<file path="src/rtl/uart_tx_serializer.sv">
// uart_tx_serializer: byte-wide UART transmitter, LSB first, 1 start / 1 stop bit.
// Optional even parity bit between data and stop when UART_TX_PARITY_EN is defined.
module uart_tx_serializer #(
    parameter int CLKS_PER_BIT = 16,
    parameter int DATA_BITS    = 8
) (
    input  logic                 clk,
    input  logic                 rst_n,
    input  logic [DATA_BITS-1:0] tx_data,
    input  logic                 tx_valid,
    output logic                 tx_ready,
    output logic                 tx_serial,
    output logic                 tx_busy,
    output logic                 frame_done
);

    localparam logic [15:0] BAUD_MAX = 16'(CLKS_PER_BIT - 1);
    localparam logic [2:0]  BIT_MAX  = 3'(DATA_BITS - 1);

    typedef enum logic [2:0] {
        IDLE   = 3'd0,
        START  = 3'd1,
        DATA   = 3'd2,
`ifdef UART_TX_PARITY_EN
        PARITY = 3'd3,
`endif
        STOP   = 3'd4
    } state_t;

    state_t               state;
    state_t               state_next;
    logic [15:0]          baud_cnt;
    logic [2:0]           bit_cnt;
    logic [DATA_BITS-1:0] shift_reg;
    logic                 bit_end;
    logic                 last_bit;
    logic                 accept;

`ifdef UART_TX_PARITY_EN
    logic                 parity_bit;
`endif

    assign bit_end  = (baud_cnt == BAUD_MAX);
    assign last_bit = (bit_cnt == BIT_MAX);
    assign accept   = tx_valid && (state == IDLE);

    // State register; reset wins over any frame in flight.
    always_ff @(posedge clk) begin
        if (!rst_n) begin
            state <= IDLE;
        end else begin
            state <= state_next;
        end
    end

    // Next-state logic: each non-idle state lasts whole bit periods.
    always_comb begin
        state_next = state;
        unique case (state)
            IDLE: begin
                if (tx_valid) begin
                    state_next = START;
                end
            end
            START: begin
                if (bit_end) begin
                    state_next = DATA;
                end
            end
            DATA: begin
                if (bit_end && last_bit) begin
`ifdef UART_TX_PARITY_EN
                    state_next = PARITY;
`else
                    state_next = STOP;
`endif
                end
            end
`ifdef UART_TX_PARITY_EN
            PARITY: begin
                if (bit_end) begin
                    state_next = STOP;
                end
            end
`endif
            STOP: begin
                if (bit_end) begin
                    state_next = IDLE;
                end
            end
            default: begin
                state_next = IDLE;
            end
        endcase
    end

    // Baud counter: free-runs within a bit, parked at 0 while idle.
    always_ff @(posedge clk) begin
        if (!rst_n) begin
            baud_cnt <= '0;
        end else if (state == IDLE || bit_end) begin
            baud_cnt <= '0;
        end else begin
            baud_cnt <= baud_cnt + 16'd1;
        end
    end

    // Bit counter: indexes data bits, cleared outside DATA.
    always_ff @(posedge clk) begin
        if (!rst_n) begin
            bit_cnt <= '0;
        end else if (state != DATA) begin
            bit_cnt <= '0;
        end else if (bit_end) begin
            bit_cnt <= last_bit ? 3'd0 : bit_cnt + 3'd1;
        end
    end

    // Shift register: load on accept, shift right at each data bit end.
    always_ff @(posedge clk) begin
        if (!rst_n) begin
            shift_reg <= '0;
        end else if (accept) begin
            shift_reg <= tx_data;
        end else if (state == DATA && bit_end) begin
            shift_reg <= {1'b0, shift_reg[DATA_BITS-1:1]};
        end
    end

`ifdef UART_TX_PARITY_EN
    // Even parity captured once from the accepted byte.
    always_ff @(posedge clk) begin
        if (!rst_n) begin
            parity_bit <= 1'b0;
        end else if (accept) begin
            parity_bit <= ^tx_data;
        end
    end
`endif

    // Moore outputs decoded from registered state only.
    always_comb begin
        tx_serial  = 1'b1;
        tx_ready   = 1'b0;
        tx_busy    = 1'b1;
        frame_done = 1'b0;
        unique case (state)
            IDLE: begin
                tx_ready = 1'b1;
                tx_busy  = 1'b0;
            end
            START: begin
                tx_serial = 1'b0;
            end
            DATA: begin
                tx_serial = shift_reg[0];
            end
`ifdef UART_TX_PARITY_EN
            PARITY: begin
                tx_serial = parity_bit;
            end
`endif
            STOP: begin
                frame_done = bit_end;
            end
            default: begin
                tx_busy = 1'b0;
            end
        endcase
    end

endmodule

</file>
<file path="config.mk">
export PLATFORM = sky130hd
export DESIGN_NAME = uart_tx_serializer
export DESIGN_NICKNAME = d
export VERILOG_FILES = /design/src/rtl/uart_tx_serializer.sv
export SDC_FILE = /design/constraint.sdc
export NUM_CORES = 1
export LEC_CHECK = 0
export ABC_AREA = 1
export ABC_CLOCK_PERIOD_IN_PS = 1500
export CORE_MARGIN = 8
export CORE_UTILIZATION = 56
export DETAILED_ROUTE_END_ITERATION = 10
export PLACE_DENSITY = 0.78
export SYNTH_ARGS = -nofsm -noshare
export SYNTH_HDL_FRONTEND = slang
export SYNTH_SLANG_ARGS = --single-unit
</file>
<file path="constraint.sdc">
create_clock -name clk -period 1.5 [get_ports clk]
set_input_delay 0.3 -clock clk [delete_from_list [all_inputs] [get_ports clk]]
set_output_delay 0.3 -clock clk [all_outputs]
set_load 0.01 [all_outputs]
</file>
# --- Word-level counts from Yosys, hierarchy flattened ---
# Cells that the tools add are included.
totals:
  ff_bits: 30
  input_bits: 11
  output_inout_bits: 4
op_classes:
  addsub: 2
  n_eq_ne: 10
  n_mux: 12
  bitwise_logic: 1
  reduce_logical: 10
ops:
  columns: ["cell", "count"]
  rows:
  - ["$add 16x1->16 const B", 1]
  - ["$eq 16x4->1 const B", 1]
  - ["$mux 8", 2]
  - ["$mux 3", 5]
  - ["$pmux 3 s4", 1]
  - ["$ne 2x2->1 const B", 4]
  - ["$eq 3x3->1 const B", 2]
  - ["$reduce_and 4->1", 1]
  - ["$reduce_or 2->1", 2]
  - ["$add 3x1->3 const B", 1]
  - ["$eq 3x1->1 const B", 1]
  - ["$eq 3x2->1 const B", 1]
  - ["$logic_and 1x1->1", 3]
  - ["$logic_not 3->1", 1]
  - ["$mux 1", 3]
  - ["$ne 3x2->1 const B", 1]
  - ["$reduce_or 3->1", 1]
  - ["$pmux 1 s2", 1]
  - ["$reduce_bool 2->1", 1]
  - ["$logic_or 1x1->1", 1]
  - ["$not 1->1", 1]

# --- Depth between registers and ports, before layout ---
logic_depth:
  word_depth: 4
  ltp_mapped: 9

# --- Worst setup path before layout ---
# No wires, ideal clock.
synth_timing:
  path_type: "reg2out"
  start: "register baud_cnt[0]"
  end: "output port frame_done"
  arrival_ps: 1089
  t_required_ps: 1200
  path_slack_ps: 111
  path_stages_with_launch: 6
  path_buffers: 0
  path_cell_list: "dfxtp_1 ha_1 nand3_2 nor2_4 nand2_4 nor2_1"
synth_between:
  elab_chain_len: 2
synth_lines:
  columns: ["item", "line", "text"]
  rows:
  - ["start: declaration", "32", "logic [15:0] baud_cnt;"]
  - ["start signal: assignment", "104", "baud_cnt <= baud_cnt + 16'd1;"]
  - ["$eq 16x4->1", "43", "assign bit_end = (baud_cnt == BAUD_MAX);"]
  - ["$mux 1", "147", "unique case (state)"]
  - ["end: declaration", "14", "output logic frame_done"]
# No other way between the ends.

# --- Final worst setup path ---
# Same ends and word-level chain as after synthesis.

==> results.py <==
metrics = {
    "pwr": {
        "power.leakage_nw": 0.937,
        "vdd_ir_drop_max_mv": 1.41,
        "power.total_mw": 2.59,
        "power_density_mw_per_mm2": 1150,
    },
    "synth": {
        "seq_area_frac_synth_pct": 37.0,
        "synth_xor_xnor_area_share_pct": 0.539,
        "yosys_register_bits": 30,
        "synthesis.area_sq_mm": 0.00162,
        "synth-compound-area-share_pct": 9.71,
        "yosys.area_share.simple_pct": 42.7,
        "synth-adder-area-share_pct": 2.31,
        "synth_edf_count": 0,
        "yosys-top-cells-area": "dfxtp_1 37%, nand2_1 14%, a21oi_1 6.8%",
        "synth.top_cell.area_share_pct": 37.0,
        "ys_warn_count": 0,
        "ys_async_sr_fraction_pct": 0,
        "synth_top_family_by_area": "simple AND/OR/NAND/NOR gates",
        "postSynthNetCount": 247,
        "synth_cells": 233,
        "muxShareOfSynthArea_pct": 0,
        "synthFlopType": "dfxtp_1",
        "ys_types": 28,
        "yosys.area.top_type": "dfxtp_1",
        "avgSynthCellArea_sq_um": 6.97,
    },
    "min_path": {
        "worstHoldPathType": "reg -> reg",
        "hold_depth": 2,
        "min_from": "shift_reg[2]",
        "hold_end": "shift_reg[2]",
    },
    "cts": {
        "path_clk_slew_ns": 0.10,
        "cts_tree": "yes",
        "ctsHtreeMaxLevel": 2,
        "cts_root_buf": "clkbuf_4",
        "cts_buffers": 5,
        "hold_buffers": 0,
        "clockBufferDepth": 2,
        "cts.sinks": 30,
        "insertion_delay_ns": 0.35,
    },
    "worst_setup_path": {
        "rrSetupSlack_ns": 0.06,
        "cp-end-kind": "primary output",
        "cp_top_family": "simple AND/OR/NAND/NOR gates",
        "worst_ep_arrival_time_ns": 1.38,
        "r2r_end": "shift_reg[0]",
        "startpoint_type": "flip-flop",
        "crit_buf_inv": 1,
        "worstPathRequired_ns": 1.20,
        "crit_chain": "ha_4, nand3_4, nor2_4, nand2_4, nor2_1, buf_2",
        "r2r_cells": 8,
        "slowest_stage": "dfxtp_2",
        "crit_fanout": 4,
        "max_stage_delay_ns": 0.36,
        "crit_type": "reg -> out",
        "r2r-start": "baud_cnt[0]",
    },
    "placed_design": {
        "gp_congestion": 0.889,
        "place_area_sq_mm": 0.00203,
        "dp.final_hpwl_mm": 2.80,
        "place_inst": 307,
        "io_buffers": 14,
    },
    "finish": {
        "stdcell_area_sq_mm": 0.00224,
        "fin_cells": 323,
        "area.growth.synth_to_final_pct": 38.1,
        "diodes": 0,
        "final_nets": 305,
        "drive_gt1_share_pct": 29.8,
        "largest_reg_flops": 16,
    },
    "routing": {
        "wl_mm": 4.06,
        "vias": 1720,
        "drt-wirelength-per-cell_um": 12.6,
        "antenna_left": 0,
        "first_iter_violations": 127,
        "avgViaCountPerCell": 5.33,
        "dr.pass1.iters": 4,
        "drc": 0,
    },
    "sta": {
        "fin_ws_ns": -0.183,
        "slew_viol_final": 0,
        "setup_viol": 3,
        "layout_worst_path_cycle_share_pct": 112,
        "finalHoldViolCount": 0,
        "clock_skew_ns": 0.0140,
        "grt_setup_unrepaired": "true",
        "holdWs_ns": 0.488,
        "fmax_mhz": 594,
        "relSlewSlack_pct": 77.8,
        "finalCriticalPeriod_ns": 1.68,
        "worstMarginPinSlew_ns": 0.331,
    },
    "die": {
        "die_area_sq_mm": 0.00488,
        "core_sq_mm": 0.00276,
        "die_w_um": 69.9,
        "start_util_pct": 58.9,
        "die_h_um": 69.9,
        "io_pins": 15,
        "num_rows": 19,
    },
    "flow_run": {
        "cap_violations": 0,
    },
    "status": {
        "status": "complete, but fails checks",
        "violations": "setup timing",
    },
    "grt": {
        "grt_max_degree": 17,
        "grt_pass1_vias": 1536,
        "grtUsageTotal_pct": 15.6,
        "antenna_found_initial": 0,
        "grt_first_pass_wirelength_mm": 6.55,
        "grt-ovfl-total": 0,
    },
}
==> routing by layer <==
| layer | track usage (%) | wire (um) | part of all wire, % |
|---|---|---|---|
| met4 | 4.69 | 72 | 1.8 |
| met1 | 17.8 | 1730 | 43 |
| met2 | 27.0 | 2060 | 51 |
| met5 | 0 | 0 | 0 |
| met3 | 4.94 | 194 | 4.8 |
==> synth_stat cells, drive strengths merged (2+ instances only) <==
cell type and n:
o21ai 8, buf 2, nand4 7, nor3 7
nand2 66, ha 3, inv 27, a21oi 22
nand3 25, dfxtp 30, nor2 31
==> layout make-up <==
class                   count  area, sq um
flip-flops and latches     30          612
clock buffers               5         37.5
well taps                  31         38.8
repair buffers             52          424
inverters                  28          115
fillers                   194          515
multi-input cells         174          975
clock inverters             3         40.0
==> tightest hold or removal path, stage by stage, from the launching register on <==
cell     delay [ns]
dfxtp_1        0.32
nand3_1        0.07
a21oi_1        0.06
==> metrics by stage <==
stage          TNS [ns]  utilization [%]  setup WS [ns]
3_5_place_dp     -0.515             73.6         -0.316
3_3_place_gp     -0.453             73.6         -0.279
2_1_floorplan         0                -          0.111
5_1_grt          -0.568             81.3         -0.272
6_report         -0.205             81.3         -0.183
4_1_cts          -0.164             77.5         -0.164
==> power by group <==
part           internal [mW]  total, mW  switching (mW)
logic                  0.463      0.983           0.520
clock network          0.345      0.644           0.299
registers              0.884      0.960          0.0764
total                   1.69       2.59           0.896
==> worst max-delay path by stage <==
stage,start,end,depth (start not counted)
finish,baud_cnt[0],frame_done,6
global route,baud_cnt[1],frame_done,6
CTS,baud_cnt[1],frame_done,6
detailed placement,baud_cnt[1],frame_done,6
global placement,baud_cnt[0],frame_done,6
floorplan,baud_cnt[0],frame_done,5
==> layout by cell type, fill, tap and decap left out, types with 2 or more instances in the layout <==
cell and count:
nand2_2 5, nor3_2 2, dfxtp_2 3, o21ai_1 2
clkdlybuf4s50_1 10, dfxtp_1 25, ha_1 2, nand3_2 2
clkinv_2 2, nor3_1 3, nand2_1 57, nand2_4 4
nor2_4 4, o21ai_0 5, nand4_1 7, nor2_1 26
nand3_4 4, inv_1 22, nand3_1 20, a21oi_1 22
nor3_4 2, inv_4 4, dfxtp_4 2, buf_2 3
clkbuf_4 5, buf_4 37
==> repair_timing <==
item                       4_1_cts  5_1_grt
resized for setup               29       16
setup endpoints to repair        7       14
cloned                           0        1
buffers inserted                 2        7
pin swaps                        2        6
==> cell families (layout without fill, tap and decap cells) <==
family	Yosys count	count (layout)
xor gates and xnor gates	1	1
adders and majority gates	3	3
AOI/OAI and AO/OA	31	31
DFF	30	30
buffers and inverters	30	88
and+or+nand+nor	138	139
(Power assumes the default switching activity.)
